### config.mk
export PLATFORM = sky130hd
export DESIGN_NAME = spectrogram_bit_packer_flat
export DESIGN_NICKNAME = d
export VERILOG_FILES = /design/src/rtl/spectrogram_bit_packer_if.sv /design/src/rtl/spectrogram_bit_packer.sv /design/src/flat_wrapper.sv
export SDC_FILE = /design/constraint.sdc
export NUM_CORES = 1
export LEC_CHECK = 0
export BUFFER_PORTS_ARGS = -buffer_cell sky130_fd_sc_hd__buf_2
export CAP_MARGIN = 25
export CORE_UTILIZATION = 57
export CTS_CLUSTER_SIZE = 25
export DETAILED_ROUTE_END_ITERATION = 6
export PLACE_DENSITY = 0.8
export SYNTH_ARGS = -nofsm -noshare
export SYNTH_HDL_FRONTEND = slang
export SYNTH_SLANG_ARGS = --single-unit
### constraint.sdc
create_clock -name iCLK -period 6.5 [get_ports iCLK]
set_input_delay 0.65 -clock iCLK [delete_from_list [all_inputs] [get_ports iCLK]]
set_output_delay 0.65 -clock iCLK [all_outputs]
set_load 0.03 [all_outputs]
### src/rtl/spectrogram_bit_packer_if.sv
// Word stream from the spectrogram bit packer: head-of-buffer word, its frame
// address and last flag, qualified by a valid/ready handshake.
interface spectrogram_bit_packer_if #(
    parameter int WW = 32,
    parameter int AW = 7
);
    logic [WW-1:0] oDATA;
    logic [AW-1:0] oADDR;
    logic          oLAST;
    logic          oVALID;
    logic          iREADY;

    modport master (output oDATA, output oADDR, output oLAST, output oVALID, input iREADY);
    modport slave  (input oDATA, input oADDR, input oLAST, input oVALID, output iREADY);
endinterface

### src/rtl/spectrogram_bit_packer.sv
// Packs the 1-bit detection stream of one frame into WW-bit words and queues
// them in a 2-entry buffer (registered head plus one tail slot) for the writer.
module spectrogram_bit_packer #(
    parameter int WW    = 32,
    parameter int NBITS = 4096,
    parameter int AW    = 7
) (
    input  logic iCLK,
    input  logic iRST,
    input  logic iSTART,
    input  logic iEN,
    input  logic iDATA,
    output logic oBUSY,
    output logic oDONE,
    output logic oOVF,
    spectrogram_bit_packer_if.master wordPort
);
    localparam int NWORDS = NBITS / WW;
    localparam int BW     = $clog2(WW);

    typedef enum logic [1:0] {IDLE, PACK, DRAIN} state_t;

    state_t        state;
    logic [BW-1:0] bitCnt;
    logic [AW-1:0] wordCnt;
    logic [WW-1:0] shiftReg;
    logic [WW-1:0] tailData;
    logic [AW-1:0] tailAddr;
    logic          tailLast;
    logic          tailValid;

    logic          push;
    logic          pop;
    logic          lastWord;
    logic [WW-1:0] pushData;

    // The completing bit is folded into the pushed word on the same edge it arrives.
    assign push     = (state == PACK) && iEN && (bitCnt == {BW{1'b1}});
    assign pop      = wordPort.oVALID && wordPort.iREADY;
    assign lastWord = (wordCnt == AW'(NWORDS - 1));
    assign pushData = {iDATA, shiftReg[WW-2:0]};

    always_ff @(posedge iCLK or posedge iRST) begin
        if (iRST) begin
            state           <= IDLE;
            bitCnt          <= '0;
            wordCnt         <= '0;
            shiftReg        <= '0;
            tailData        <= '0;
            tailAddr        <= '0;
            tailLast        <= 1'b0;
            tailValid       <= 1'b0;
            wordPort.oDATA  <= '0;
            wordPort.oADDR  <= '0;
            wordPort.oLAST  <= 1'b0;
            wordPort.oVALID <= 1'b0;
            oBUSY           <= 1'b0;
            oDONE           <= 1'b0;
            oOVF            <= 1'b0;
        end else begin
            oDONE <= 1'b0;
            case (state)
                IDLE: begin
                    if (iSTART) begin
                        state    <= PACK;
                        oBUSY    <= 1'b1;
                        bitCnt   <= '0;
                        wordCnt  <= '0;
                        shiftReg <= '0;
                        oOVF     <= 1'b0;
                    end
                end
                PACK: begin
                    if (iEN) begin
                        shiftReg[bitCnt] <= iDATA;
                        bitCnt           <= bitCnt + 1'b1;
                        if (push) begin
                            // The word index saturates at the final word rather than wrapping.
                            if (lastWord) state <= DRAIN;
                            else          wordCnt <= wordCnt + 1'b1;
                        end
                    end
                end
                DRAIN: begin
                    if (!wordPort.oVALID) begin
                        state <= IDLE;
                        oBUSY <= 1'b0;
                        oDONE <= 1'b1;
                    end
                end
                default: state <= IDLE;
            endcase

            if (pop) begin
                if (tailValid) begin
                    wordPort.oDATA <= tailData;
                    wordPort.oADDR <= tailAddr;
                    wordPort.oLAST <= tailLast;
                    if (push) begin
                        tailData <= pushData;
                        tailAddr <= wordCnt;
                        tailLast <= lastWord;
                    end else begin
                        tailValid <= 1'b0;
                    end
                end else if (push) begin
                    wordPort.oDATA <= pushData;
                    wordPort.oADDR <= wordCnt;
                    wordPort.oLAST <= lastWord;
                end else begin
                    wordPort.oVALID <= 1'b0;
                end
            end else if (push) begin
                if (!wordPort.oVALID) begin
                    wordPort.oDATA  <= pushData;
                    wordPort.oADDR  <= wordCnt;
                    wordPort.oLAST  <= lastWord;
                    wordPort.oVALID <= 1'b1;
                end else if (!tailValid) begin
                    tailData  <= pushData;
                    tailAddr  <= wordCnt;
                    tailLast  <= lastWord;
                    tailValid <= 1'b1;
                end else begin
                    oOVF <= 1'b1;
                end
            end
        end
    end
endmodule

### src/flat_wrapper.sv
// flat-port wrapper written by rule: the top's interface ports become plain ports
module spectrogram_bit_packer_flat 
#(
    parameter int WW    = 32,
    parameter int NBITS = 4096,
    parameter int AW    = 7
)
  (iCLK, iRST, iSTART, iEN, iDATA, oBUSY, oDONE, oOVF, wordPort_oDATA, wordPort_oADDR, wordPort_oLAST, wordPort_oVALID, wordPort_iREADY);
  spectrogram_bit_packer_if #(.WW(WW), .AW(AW)) wordPort_i ();
  input  logic iCLK;
  input  logic iRST;
  input  logic iSTART;
  input  logic iEN;
  input  logic iDATA;
  output logic oBUSY;
  output logic oDONE;
  output logic oOVF;
  output wire logic [$bits(wordPort_i.oDATA)-1:0] wordPort_oDATA;
  output wire logic [$bits(wordPort_i.oADDR)-1:0] wordPort_oADDR;
  output wire logic [$bits(wordPort_i.oLAST)-1:0] wordPort_oLAST;
  output wire logic [$bits(wordPort_i.oVALID)-1:0] wordPort_oVALID;
  input wire logic [$bits(wordPort_i.iREADY)-1:0] wordPort_iREADY;
  assign wordPort_oDATA = wordPort_i.oDATA;
  assign wordPort_oADDR = wordPort_i.oADDR;
  assign wordPort_oLAST = wordPort_i.oLAST;
  assign wordPort_oVALID = wordPort_i.oVALID;
  assign wordPort_i.iREADY = wordPort_iREADY;
  spectrogram_bit_packer #(.WW(WW), .NBITS(NBITS), .AW(AW)) u_core (.iCLK(iCLK), .iRST(iRST), .iSTART(iSTART), .iEN(iEN), .iDATA(iDATA), .oBUSY(oBUSY), .oDONE(oDONE), .oOVF(oOVF), .wordPort(wordPort_i));
endmodule
==> results, run 1 <==
- The number of design rule violations left after detail routing is 0.
- The number of failing hold endpoints at the final stage is 0.
- The type of destination of the critical path is a flip-flop.
- The path class of the tightest hold or removal check is in -> async.
- Of the available clock period, the critical path in the final layout requires ~46%.
- Using the TritonRoute via totals, the vias-per-cell ratio works out to 5.88.
- No sink is reached through more buffers than the 2 on the longest clock path.
- The later pin in the worst-skew pair is clocked with a latency of 0.52 ns.
- Measured against its own limit, the worst slew margin works out to a little under a third.
- The uppermost layer routed is met4.
- The largest net degree at the start of global routing is slightly above 80.
- The die covers 10900 sq um.
- Yosys printed 0 warnings.
- Clock tree synthesis found a total of 130 sinks.
- Measured along the x axis, the die boundary spans 104 um.
- Synthesis instantiated 42 different standard cells from the library.
- The finished layout holds 725 standard cells, fillers aside.
- Summed over all layers, the global routing overflow is 0.
- The cell total after placement is about 690.
- The placeable core region is 9950 sq um.
- The end-of-flow core utilization is 68.4%.
- The total I/O pin count is 50.
- The final layout contains roughly 600 nets.
- Counting flops with an async set or reset pin after synthesis yields a share of 100%.
- Setup violations remaining at the end of the flow were counted as 0.
- The critical path launch point type is a flip-flop.
- In this run the clock root is driven by a sky130_fd_sc_hd__clkbuf_8.
- The initialized floorplan defines 36 standard-cell rows.
- The setup slack at placement is 3.63 ns.
- The aggregate global-route resource usage is 24.6%.
- The number of gates given a new drive strength after cts is 0.
- The iteration count of the initial detailed-routing pass is 5.
- Among cell families on the critical path, the largest total delay comes from simple AND/OR/NAND/NOR gates.
- Synthesis produced a netlist whose cell count is 547.
- STA puts the critical path data required time at about 7 ns.
- The number of filler cells placed in the layout is 739.
- The final-layout setup total negative slack is 0 ns.
- The most common cell after layout, fill and taps aside is sky130_fd_sc_hd__dfrtp_1.
- The number of pins with negative max-slew slack in the final report came to 0.
- The count of input and output buffers is 49.
- The signal on the critical path passes through ha_1 > and3_1 > ha_1 > and4b_1 > nand3_4 > mux2_4.
- The number of enable flip-flop cells after synthesis is 0.
- The setup skew after layout is 0.00691 ns.
- The share of the Yosys chip area taken by registers is 54.7%.
- The critical path's slowest cell is sky130_fd_sc_hd__nand3_4.
- The number of buffers inserted during clock tree synthesis is 17.
- The most numerous cell type found on the critical path is sky130_fd_sc_hd__ha_1.
- In this run, the number of DRC markers left after iteration 0 of detailed routing was around 320.
- The final critical-path setup slack is 3.53 ns.
- The routed metal-1 wire length is 5400 um.
- Clock-pin slew was measured on the worst setup and hold paths at 0.06 ns.
- After legalization and detailed placement, the total HPWL measured 7380 um.
- Dividing the detail-routed wire length by the instance count gives 17.1 um.
- The routability-driven placement congestion ratio is slightly above 0.8.
- The number of H-tree levels is 4.
- In the final layout, the share of cells above drive strength 1 is 20.4%.
- The average instance in the mapped netlist occupies around 11 sq um.
- The transition time at the pin with the least slew margin is about 1.0 ns.
- The most used flip-flop cell after synthesis is sky130_fd_sc_hd__dfrtp_1.
- The critical path contains buffers and inverters numbering 0 combined.
- The critical path is of the reg -> reg type.
- The number of inserted diodes is 0.
- The y dimension of the die is 104 um.
- The final critical delay including setup and external delays is approximately 3 ns.
- The total length of routed wires is 12400 um.
- Along the worst path, the maximum fanout reaches 51.
- The detailed-routed wire length on met2 is slightly above 6000 um.
- Counting flops and latches in the post-synthesis netlist gives 130.
- The area growth from synthesis to layout is 14.3%.
- Once the clock tree was built, the setup fixing pass inserted 0 buffers.
- In the layout the commonest cells are sky130_fd_sc_hd__dfrtp_1 (130), sky130_fd_sc_hd__o21ai_0 (64), sky130_fd_sc_hd__a21oi_1 (52), sky130_fd_sc_hd__buf_2 (49), sky130_fd_sc_hd__nor2_1 (47).
- The wire length of the first global-routing pass is 20800 um.
- The number of nets in the synthesized netlist is 559.
- The post-synth design cell area is 5950 sq um.
- The routed design uses 449 um of met3 wire.
- VDD sags by at most between 0.15 and 0.2 mV.
- The starting density of the core is 59.8%.
- TritonCTS built the clock tree.
- For this run, the slowest stage of the critical path takes 0.66 ns.
- The number of global-route vias before repair is 4206.
- The initial antenna violation count is 0.
- Detailed routing inserted a total of 4262 vias.
- The run finished with clean final reports.
- The count of nets left with antenna violations once routing finished came out at 0.
- The data arrival time of the critical path is ~3.4 ns.
- The count of max-cap constraint violations is 0.
- For this design the ratio of total power to cell area is 380 nW/um^2.
- Setup repair after global routing left no endpoint under its margin.
- The fmax is roughly 340 MHz.
- The post-cts hold buffer count is 0.
- The leakage dissipation is 3.61 nW.
[flip-flops by register name, indices dropped and copies added (netlist names)]
signal and count:
u_core.tailValid 1, u_core.wordPort.oVALID 1, u_core.oDONE 1, u_core.wordPort.oDATA 32, u_core.tailData 32, u_core.shiftReg 31
u_core.tailAddr 7, u_core.tailLast 1, u_core.wordPort.oLAST 1, u_core.oBUSY 1, u_core.bitCnt 5, u_core.state 2
u_core.oOVF 1, u_core.wordCnt 7, u_core.wordPort.oADDR 7
[cell usage after synthesis (all sizes together) (2+ instances only)]
cell type,number,share of area [%]
clkbuf,20,1.3
inv,16,1.0
nand2,37,2.3
dfrtp,130,55
nor3b,4,0.59
buf,19,2.0
o21ai,64,5.4
ha,6,1.3
a31oi,5,0.53
or2,3,0.32
a32o,2,0.34
mux2,29,7.3
a21oi,53,4.5
mux2i,41,6.9
nor2,47,3.0
nand2b,6,0.63
a21boi,19,2.4
and3b,3,0.44
o21a,2,0.25
and3,5,0.53
nand3,9,0.97
o31ai,2,0.25
nand3b,3,0.38
o22ai,10,1.1
[per-layer routing]
layer / GRT usage [%] / up-vias
met3: 5.33 / 37
met2: 39.8 / 128
met1: 31.7 / 2115
met4: 12.0 / 0
li1: - / 1982
met5: 0 / -
[through the flow]
step	cell area (sq um)	hold slack (ns)	power, mW
after detailed placement	6210	0.470	1.67
after global routing	6800	0.256	2.71
after floorplan	5950	0.449	1.49
final	6800	0.208	2.59
after global placement	6210	0.460	1.64
after CTS	6780	0.226	2.59
[area by class of cell]
cell class	count	area (sq um)	area share [%]
sequential	130	3250	47.8
multi-input combinational	362	2450	36.0
clock buffer	25	494	7.26
timing repair buffer	54	303	4.45
tap	133	166	2.45
clock inverter	5	75.1	1.10
inverter	16	62.6	0.919
[path summary, 6_finish.rpt]
kind	end	cells after the start	start	slack (ns)
worst min-delay path	u_core.wordPort.oDATA[5]$_DFFE_PP0P_	2	iRST	0.21
min in group iCLK	u_core.oOVF$_DFF_PP0_	2	wordPort_iREADY	0.40
max in group asynchronous	u_core.wordPort.oDATA[3]$_DFFE_PP0P_	4	iRST	5.22
worst max register to register	u_core.tailData[3]$_DFFE_PP0P_	6	u_core.bitCnt[0]$_DFFE_PP0P_	3.53
worst max-delay path	u_core.tailData[3]$_DFFE_PP0P_	6	u_core.bitCnt[0]$_DFFE_PP0P_	3.53
worst min register to register	u_core.tailData[25]$_DFFE_PP0P_	2	u_core.tailData[25]$_DFFE_PP0P_	0.48
[where the power goes]
group	internal, mW	leakage, nW	switching (mW)
Clock	0.591	0.284	0.326
Combinational	0.195	1.54	0.386
Sequential	0.950	1.78	0.138
Total	1.74	3.61	0.851
[worst reg2reg max path, cell delays in order (launching register included)]
cell                      delay, ns
sky130_fd_sc_hd__dfrtp_1       0.45
sky130_fd_sc_hd__ha_1          0.35
sky130_fd_sc_hd__and3_1        0.23
sky130_fd_sc_hd__ha_1          0.19
sky130_fd_sc_hd__and4b_1       0.40
sky130_fd_sc_hd__nand3_4       0.66
sky130_fd_sc_hd__mux2_4        0.56
[kinds of logic after synthesis]
group | share of synthesized area, %
flops | 54.7
fa+ha+maj | 1.26
mux | 14.1
xor+xnor | 0.294
compound gates | 15.4
simple gates | 10.0
buf+inv | 4.27
No activity file was read; power rests on OpenSTA's default activity.
==> run 2, diff against run 1 <==
Settings changed: ABC_AREA from default to 1.
Clock period 6.5 ns to 2.75 ns, I/O delays scaled along.
==> results, run 2 <==
- The run finished with clean final reports.
- The end of the critical path is u_core.wordCnt[2]$_DFFE_PP0P_.
- The largest registers in the layout are u_core.tailData x32, u_core.wordPort.oDATA x32, u_core.shiftReg x31.
- The end of the worst register-to-register path is u_core.wordCnt[2]$_DFFE_PP0P_.
- When the netlist entered floorplanning its net count stood at 781.
- By area, the combinational part of the netlist is dominated by simple AND/OR/NAND/NOR gates.
- The initialized floorplan defines 37 standard-cell rows.
- The final HPWL from detailed placement is around 8400 um.
- The fmax is 463 MHz.
- The number of H-tree levels is 4.
- In this run the power density over the cells is 838 nW/um^2.
- The analysis attributes to cell leakage a power of roughly 3.6 nW.
- After detailed routing, the number of remaining DRC violations is 0.
- The number of global-route vias before repair is 4901.
- Dividing the detail-routed via count by the number of cells gives 5.46.
- The clock slew seen by the registers of the worst setup and hold paths is ~0.06 ns.
- Once the clock tree was built, the resizer swapped 0 gates to a different size.
- The setup skew after layout is 0.00810 ns.
- The critical path in this run is classified as reg -> reg.
- In the final layout, flip-flops and latches occupy 3250 sq um.
- The number of buffers inserted during clock tree synthesis is 17.
- The die is 104 um wide.
- The share of Yosys cell area claimed by the top area cell type is 54.3%.
- The critical path's slowest cell is sky130_fd_sc_hd__dfrtp_1.
- After synthesis, the share of cell area in mux cells is 0%.
- The internal cell power is about 4 mW.
- Counting instances in the post-synthesis netlist gives the leading cell types as sky130_fd_sc_hd__nand2_1 (340), sky130_fd_sc_hd__dfrtp_1 (130), sky130_fd_sc_hd__o21ai_0 (82), sky130_fd_sc_hd__inv_1 (58), sky130_fd_sc_hd__nor2_1 (40).
- In this run the tool buffered the top-level ports with between 40 and 50 buffer cells.
- The class of the tightest hold or removal check is in -> reg.
- In the final layout, the multi-input gates occupy 2330 sq um.
- The critical path launch point type is a flip-flop.
- Summed over all failing endpoints, the final setup total negative slack is 0 ns.
- Entering global routing, the biggest net connects 76 pins.
- The first global-routing pass estimated 23400 um of wire.
- The startpoint of the lowest-slack register-to-register path is u_core.bitCnt[1]$_DFFE_PP0P_.
- The post-synthesis sequential area ratio is a little over half.
- The finished cells cover 6990 sq um.
- The clock passes through at most 2 buffers.
- In this run, the clock network consumes 40.7% of the power.
- The synthesized-area fraction occupied by xor and xnor cells is 0%.
- The initial antenna violation count came to 0.
- Wires add up to 13900 um.
- Of the available clock period, the critical path in the final layout requires roughly four fifths.
- The maximum net fanout on the critical path is 13.
- Walking the worst path, the cells encountered are ha_1 > nand2_1 > nor2_1 > ha_1 > inv_1 > o21ai_0 > nand3_1 > o21ai_0.
- The fraction of the mapped netlist area in simple logic gates is 27.0%.
- The total grt overflow is 0.
- The buffer cell driving the clock tree root is sky130_fd_sc_hd__clkbuf_8.
- The aggregate global-route resource usage is 27.4%.
- The fraction of the mapped netlist area in compound gates is 10.6%.
- The maximum cell stage delay along the critical path is 0.42 ns.
- The post-synth design cell area is roughly 6000 sq um.
- The critical path depth in cells is 8.
- The most used flip-flop cell after synthesis is sky130_fd_sc_hd__dfrtp_1.
- For this run, the post-layout net count is 823.
- Yosys mapped a number of flops with a built-in enable equal to 0.
- Cells with a size suffix above 1 make up 12.3% of the layout.
- The placeable core region is between 10000 and 15000 sq um.
- Yosys instantiated no cell more often than sky130_fd_sc_hd__nand2_1.
- The worst pin sits at a relative slew slack of 56.8%.
- The required time of the critical path is around 3.2 ns.
- The first routing iteration left ~520 violations.
- The fraction of power consumed by combinational cells is 19.2%.
- At the pin with the least slew margin, the transition time is 0.648 ns.
- Counting every instance in the synthesized netlist gives approximately 770.
- The final critical delay including setup and external delays is 2.16 ns.
- Clock latency on the worst-skew pair, taken at its later pin, is ~0.53 ns.
- The synthesized netlist devotes 1.25% of its cell area to adder and majority cells.
- Per report_power, the sequential group accounts for about 40% of the total.
- The routability-driven placement congestion ratio is 0.842.
- The number of failing hold endpoints at the final stage is 0.
- Once the floorplan was initialized, standard cells occupied 58.5% of the core.
- During I/O placement, the number of pins put on the boundary was 50.
- The y dimension of the die is 104 um.
- STA classifies the critical path endpoint as a flip-flop.
- Each instance of the synthesized netlist takes up on average between 7 and 8 sq um.
- The switching share of power is a little under a third.
- The number of setup violations in the final report is 0.
- The depth of the most critical reg-to-reg path is 8.
- Across the VDD grid, the largest voltage drop is 0.397 mV.
- Setup repair after global routing left no endpoint under its margin.
- In this run the remaining antenna-violating nets after routing total 0.
- The routed layout has 5246 vias.
- Counting the fill cells in the layout gives 787.
- After synthesis, the cell types taking the most area are sky130_fd_sc_hd__dfrtp_1 (54%), sky130_fd_sc_hd__nand2_1 (21%), sky130_fd_sc_hd__o21ai_0 (6.9%).
- In this run the cell area measured after placement is 6320 sq um.
- The count of max-cap constraint violations is 0.
- The top cell types in the final layout, fill and taps aside, are sky130_fd_sc_hd__nand2_1 (340), sky130_fd_sc_hd__dfrtp_1 (130), sky130_fd_sc_hd__o21ai_0 (82), sky130_fd_sc_hd__inv_1 (57), sky130_fd_sc_hd__buf_2 (49).
- The iteration count of the initial detailed-routing pass is 5.
- The number of buffers and inverters on the critical path is 1.
- The number of warning messages in the yosys log is 0.
- The area enclosed by the die boundary is between 10000 and 15000 sq um.
- In this run, distinct cell masters in the synthesized netlist total 22.
- The number of pins with negative max-slew slack in the final report is 0.
- In the synthesized netlist the async set-or-reset flop fraction comes to 100%.
- Data arrives at the worst endpoint at approximately 2.6 ns.
- Relative to the synthesized area, the layout overhead comes to 16.7%.
- The clock drives 130 sinks.
- The number of inserted diodes is 0.
- The average wire per cell in the routed design is 14.5 um.
- The reg-to-reg setup timing slack is between 0.5 and 0.6 ns.
- Summed over all nets, the switching power comes to 1.85 mW.
- The count of state elements after synthesis is 130.
- The start point of the critical path is u_core.bitCnt[1]$_DFFE_PP0P_.
- Grouping stages by cell kind, the critical path spends the most delay in compound AO/OA/AOI/OAI gates.
- Of all cell types, the one taking the most synthesized area is sky130_fd_sc_hd__dfrtp_1.
- The most common cell after layout, fill and taps aside is sky130_fd_sc_hd__nand2_1.
- TritonCTS built the clock tree.
[run 2: cell families after synthesis]
group           after synthesis
compound gates              125
fa+ha+maj                     6
buf+inv                      97
flops                       130
simple gates                411
[run 2: cell type report]
type | count | area share (%)
inverters | 60 | 3.28
multi-input cells | 542 | 33.4
repair buffers | 60 | 5.27
clock inverters | 12 | 2.56
well taps | 136 | 2.44
flip-flops and latches | 130 | 46.6
clock buffers | 20 | 6.52
[run 2: worst min-delay path by stage]
stage / cells after the start / slack (ns) / start / end
6_report: 3 / 0.06 / iDATA / u_core.tailData[31]$_DFFE_PP0P_
5_1_grt: 3 / 0.08 / iEN / u_core.wordPort.oVALID$_DFFE_PP0P_
4_1_cts: 3 / 0.05 / iDATA / u_core.tailData[31]$_DFFE_PP0P_
3_5_place_dp: 2 / 0.46 / u_core.shiftReg[20]$_DFFE_PP0P_ / u_core.shiftReg[20]$_DFFE_PP0P_
3_3_place_gp: 2 / 0.45 / u_core.tailData[0]$_DFFE_PP0P_ / u_core.tailData[0]$_DFFE_PP0P_
2_1_floorplan: 2 / 0.44 / u_core.shiftReg[10]$_DFFE_PP0P_ / u_core.shiftReg[10]$_DFFE_PP0P_
[run 2: per-layer routing]
layer  vias up  GRT usage [%]  wire, um
li1       2492              -         -
met1      2533           36.8      6170
met2       189           43.0      6690
met3        32           6.33       715
met4         0           11.2       310
met5         -              0         0
[run 2: worst register-to-register path, cell delays in order (launching register included)]
cell	delay, ns
sky130_fd_sc_hd__dfrtp_1	0.42
sky130_fd_sc_hd__ha_1	0.22
sky130_fd_sc_hd__nand2_1	0.08
sky130_fd_sc_hd__nor2_1	0.11
sky130_fd_sc_hd__ha_1	0.21
sky130_fd_sc_hd__inv_1	0.05
sky130_fd_sc_hd__o21ai_0	0.30
sky130_fd_sc_hd__nand3_1	0.39
sky130_fd_sc_hd__o21ai_0	0.31
[run 2: repair_timing]
action,in CTS,in global routing
hold buffers,1,0
hold endpoints to repair,39,0
setup buffers,0,0
[run 2: metrics by stage]
step	instances	worst slack (ns)	power [mW]	util, %	hold WS [ns]
finish	960	0.588	5.86	68.3	0.0583
global route	960	0.361	6.15	68.3	0.0790
CTS	959	0.600	5.86	68.1	0.0484
detailed placement	926	0.637	3.46	61.8	0.458
global placement	926	0.754	3.40	61.8	0.455
floorplan	769	0.866	3.14	-	0.442
[run 2: power by group through the flow]
stage	combinational [mW]	sequential (mW)	clock [mW]
2_1_floorplan	0.814	2.33	0
3_3_place_gp	1.05	2.36	0
3_5_place_dp	1.09	2.37	0
4_1_cts	1.12	2.34	2.40
5_1_grt	1.29	2.37	2.49
6_report	1.13	2.35	2.38
==> run 3, diff against run 2 <==
Clock period 2.75 ns to 1.99 ns, I/O delays scaled along.
==> results, run 3 (synthesized netlist as in run 2, its figures left out) <==
- The count of max-cap constraint violations is 0.
- The source of the worst hold timing path is iDATA.
- The final HPWL from detailed placement is 8120 um.
- The total I/O pin count is 50.
- The average wire per cell in the routed design is 13.4 um.
- Fill cells in the final layout number about 800.
- The total power draw is ~7.6 mW.
- The worst slack on hold paths is about 0.033 ns.
- The die covers 10900 sq um.
- The largest single stage delay on the critical path is 0.41 ns.
- The area added between synthesis and finish is 16.1%.
- Subtracting the final worst setup slack from the clock period gives 1.87 ns.
- The analysis attributes to cell leakage a power of 3.61 nW.
- In the final layout, the multi-input gates occupy 2350 sq um.
- Net switching is between 30% and 40% of the power.
- The reg-to-reg setup timing slack is 0.12 ns.
- The iteration-0 DRC count of the detailed router is between 300 and 400.
- The first global-routing pass estimated 21900 um of wire.
- The number of antenna diodes in the final layout is 0.
- The initial antenna violation count came to 0.
- The class of the tightest hold or removal check is in -> reg.
- VDD sags by at most 0.795 mV.
- Cell internal power was estimated by the tool at 5.11 mW.
- Counting instances, the worst hold path has a depth of 3.
- For the final database, setup skew stands at 0.00858 ns.
- The number of failing hold endpoints at the final stage is 0.
- The post-detailed-route count of antenna-violating nets is 0.
- The transition time at the pin with the least slew margin is 0.706 ns.
- In the global route stage, overall resource usage came out at 25.4%.
- The fraction of the cycle the final worst path needs is a little over nine tenths.
- The number of pins with negative max-slew slack in the final report is 0.
- Buffers inserted during clock tree synthesis total 17.
- For this block, the routed nets add up to around 13000 um of wire.
- The flow ran to the end, and the final reports show no timing, DRC or antenna violations.
- The largest registers in the layout are u_core.tailData x32, u_core.wordPort.oDATA x32, u_core.shiftReg x31.
- The clock sink count is 130.
- The count of input and output buffers is 49.
- Setup slack closes at ~0.12 ns.
- The cell total after placement is 927.
- The clock tree synthesis step divided the H-tree into 4 levels.
- The buffer cell driving the clock tree root is sky130_fd_sc_hd__clkbuf_8.
- Of the cells placed in the final design, the portion with a size suffix greater than 1 is approximately an eighth.
- The worst setup path is launched from a flip-flop.
- The TritonCTS clock tree is yes.
- After global routing the overflow that remains totals 0.
- The routability-driven placement congestion ratio is around 0.83.
- Clock latency on the worst-skew pair, taken at its later pin, is about 0.52 ns.
- Dividing the detail-routed via count by the number of cells gives between 5 and 6.
- The horizontal die dimension is 104 um.
- The register area is 3250 sq um.
- Summed over all nets, the switching power comes to 2.45 mW.
- Among all stages on the critical path, the largest delay is contributed by sky130_fd_sc_hd__dfrtp_1.
- Traced cell by cell, the critical path runs through ha_2 > nand2_1 > nor2_1 > ha_2 > nand3_4 > inv_2 > nand2_2 > buf_12 > nand2_1 > o21ai_1.
- Leaving out fill and tap cells, the most frequent cells in the layout are sky130_fd_sc_hd__nand2_1 (340), sky130_fd_sc_hd__dfrtp_1 (130), sky130_fd_sc_hd__o21ai_0 (81), sky130_fd_sc_hd__inv_1 (57), sky130_fd_sc_hd__buf_2 (49).
- Per report_power, the clock group accounts for 35.6% of the total.
- The clock slew seen by the registers of the worst setup and hold paths is 0.06 ns.
- After the flow finishes, the layout carries non-filler instances totaling 964.
- The end of the worst register-to-register path is u_core.tailData[4]$_DFFE_PP0P_.
- Data on the critical path is required at its endpoint by around 2.4 ns.
- The largest buffer count on any clock path is 2.
- The path with the worst hold slack has its endpoint at u_core.tailData[31]$_DFFE_PP0P_.
- Timing analysis after detailed placement gives a worst setup slack of -0.133 ns.
- The depth of the most critical reg-to-reg path is 10.
- The placeable core region is 10200 sq um.
- The fmax is around 530 MHz.
- The final layout contains 828 nets.
- The largest net degree at the start of global routing is between 100 and 150.
- Before antenna repair, the detailed router went through 5 iterations.
- The sequential fraction of design power is 42.7%.
- The number of global-route vias before repair is 4716.
- The routed layout has between 5k and 6k vias.
- The type of destination of the critical path is a flip-flop.
- For this design the ratio of total power to cell area is 1090 nW/um^2.
- Combinational logic is responsible for a little over a fifth of the overall power.
- The number of setup violations in the final report is 0.
- The floorplan has 37 rows.
- The die is roughly 100 um tall.
- The startpoint of the lowest-slack register-to-register path is u_core.bitCnt[1]$_DFFE_PP0P_.
- The library cell used most frequently in the layout, excluding fill and tap cells, is sky130_fd_sc_hd__nand2_1.
- The starting density of the core is 58.5%.
- The critical path is of the reg -> reg type.
- The relative slew slack is 52.9%.
- The data arrival time of the critical path is 2.27 ns.
- The number of design rule violations left after detail routing is 0.
- In this run the worst path has a maximum fanout of 57.
==> run 3: changes by cell type in the layout (fill, tap and decap cells not counted), moves of 2 or more <==
cell,before,now
sky130_fd_sc_hd__clkinvlp_4,4,1
sky130_fd_sc_hd__buf_12,3,5
sky130_fd_sc_hd__ha_1,6,4
sky130_fd_sc_hd__bufinv_16,4,0
sky130_fd_sc_hd__clkinv_2,2,6
sky130_fd_sc_hd__clkbuf_1,0,4
sky130_fd_sc_hd__buf_4,7,9
sky130_fd_sc_hd__clkinv_4,2,0
sky130_fd_sc_hd__ha_2,0,2
==> run 3: repair_timing <==
action | 4_1_cts | 5_1_grt
hold endpoints to repair | 132 | 0
resized for setup | 2 | 4
setup buffers | 0 | 4
gates cloned | 0 | 0
hold buffers | 2 | 0
endpoints found under the setup margin | 6 | 49
==> run 3: worst max-delay path: cells and delay by family (launching register included) <==
kind / cells / cell delay [ns]
compound gates: 1 / 0.06
fa+ha+maj: 2 / 0.46
buf+inv: 2 / 0.32
flops: 1 / 0.41
simple gates: 5 / 0.48
==> run 3: layout make-up <==
| type | count | area share, % |
|---|---|---|
| Clock buffer | 25 | 6.97 |
| Clock inverter | 6 | 0.432 |
| Inverter | 60 | 3.29 |
| Multi-Input combinational cell | 542 | 33.8 |
| Sequential cell | 130 | 46.8 |
| Tap cell | 136 | 2.45 |
| Timing Repair Buffer | 65 | 6.23 |
==> run 3: per-layer routing <==
layer | GRT usage (%) | vias up | wire (um)
met5 | 0 | - | 0
met4 | 9.80 | 0 | 191
met3 | 6.02 | 21 | 583
li1 | - | 2514 | -
met1 | 34.4 | 2416 | 5950
met2 | 39.8 | 140 | 6160
==> run 3: stage by stage <==
stage	instance area (sq um)	util (%)	setup TNS, ns
final	6950	67.9	0
after global routing	6950	67.9	-0.624
after CTS	6910	67.5	0
after detailed placement	6370	62.2	-0.699
after global placement	6370	62.2	0
after floorplan	5990	-	0
==> run 3: power groups by stage <==
stage               sequential [mW]  clock [mW]  combinational [mW]
floorplan                      3.22           0                1.13
global placement               3.25           0                1.47
detailed placement             3.26           0                1.54
CTS                            3.22        2.74                1.56
global route                   3.27        2.85                1.87
finish                         3.23        2.69                1.64
==> run 3: worst max path at each step <==
| stage | from | cells past startpoint | endpoint |
|---|---|---|---|
| finish | u_core.bitCnt[1]$_DFFE_PP0P_ | 10 | u_core.tailData[4]$_DFFE_PP0P_ |
| global route | u_core.bitCnt[1]$_DFFE_PP0P_ | 10 | u_core.tailData[10]$_DFFE_PP0P_ |
| CTS | u_core.bitCnt[0]$_DFFE_PP0P_ | 8 | u_core.wordCnt[3]$_DFFE_PP0P_ |
| detailed placement | u_core.bitCnt[0]$_DFFE_PP0P_ | 8 | u_core.wordCnt[3]$_DFFE_PP0P_ |
| global placement | u_core.bitCnt[0]$_DFFE_PP0P_ | 9 | u_core.wordCnt[5]$_DFFE_PP0P_ |
| floorplan | iRST | 1 | u_core.bitCnt[0]$_DFFE_PP0P_ |
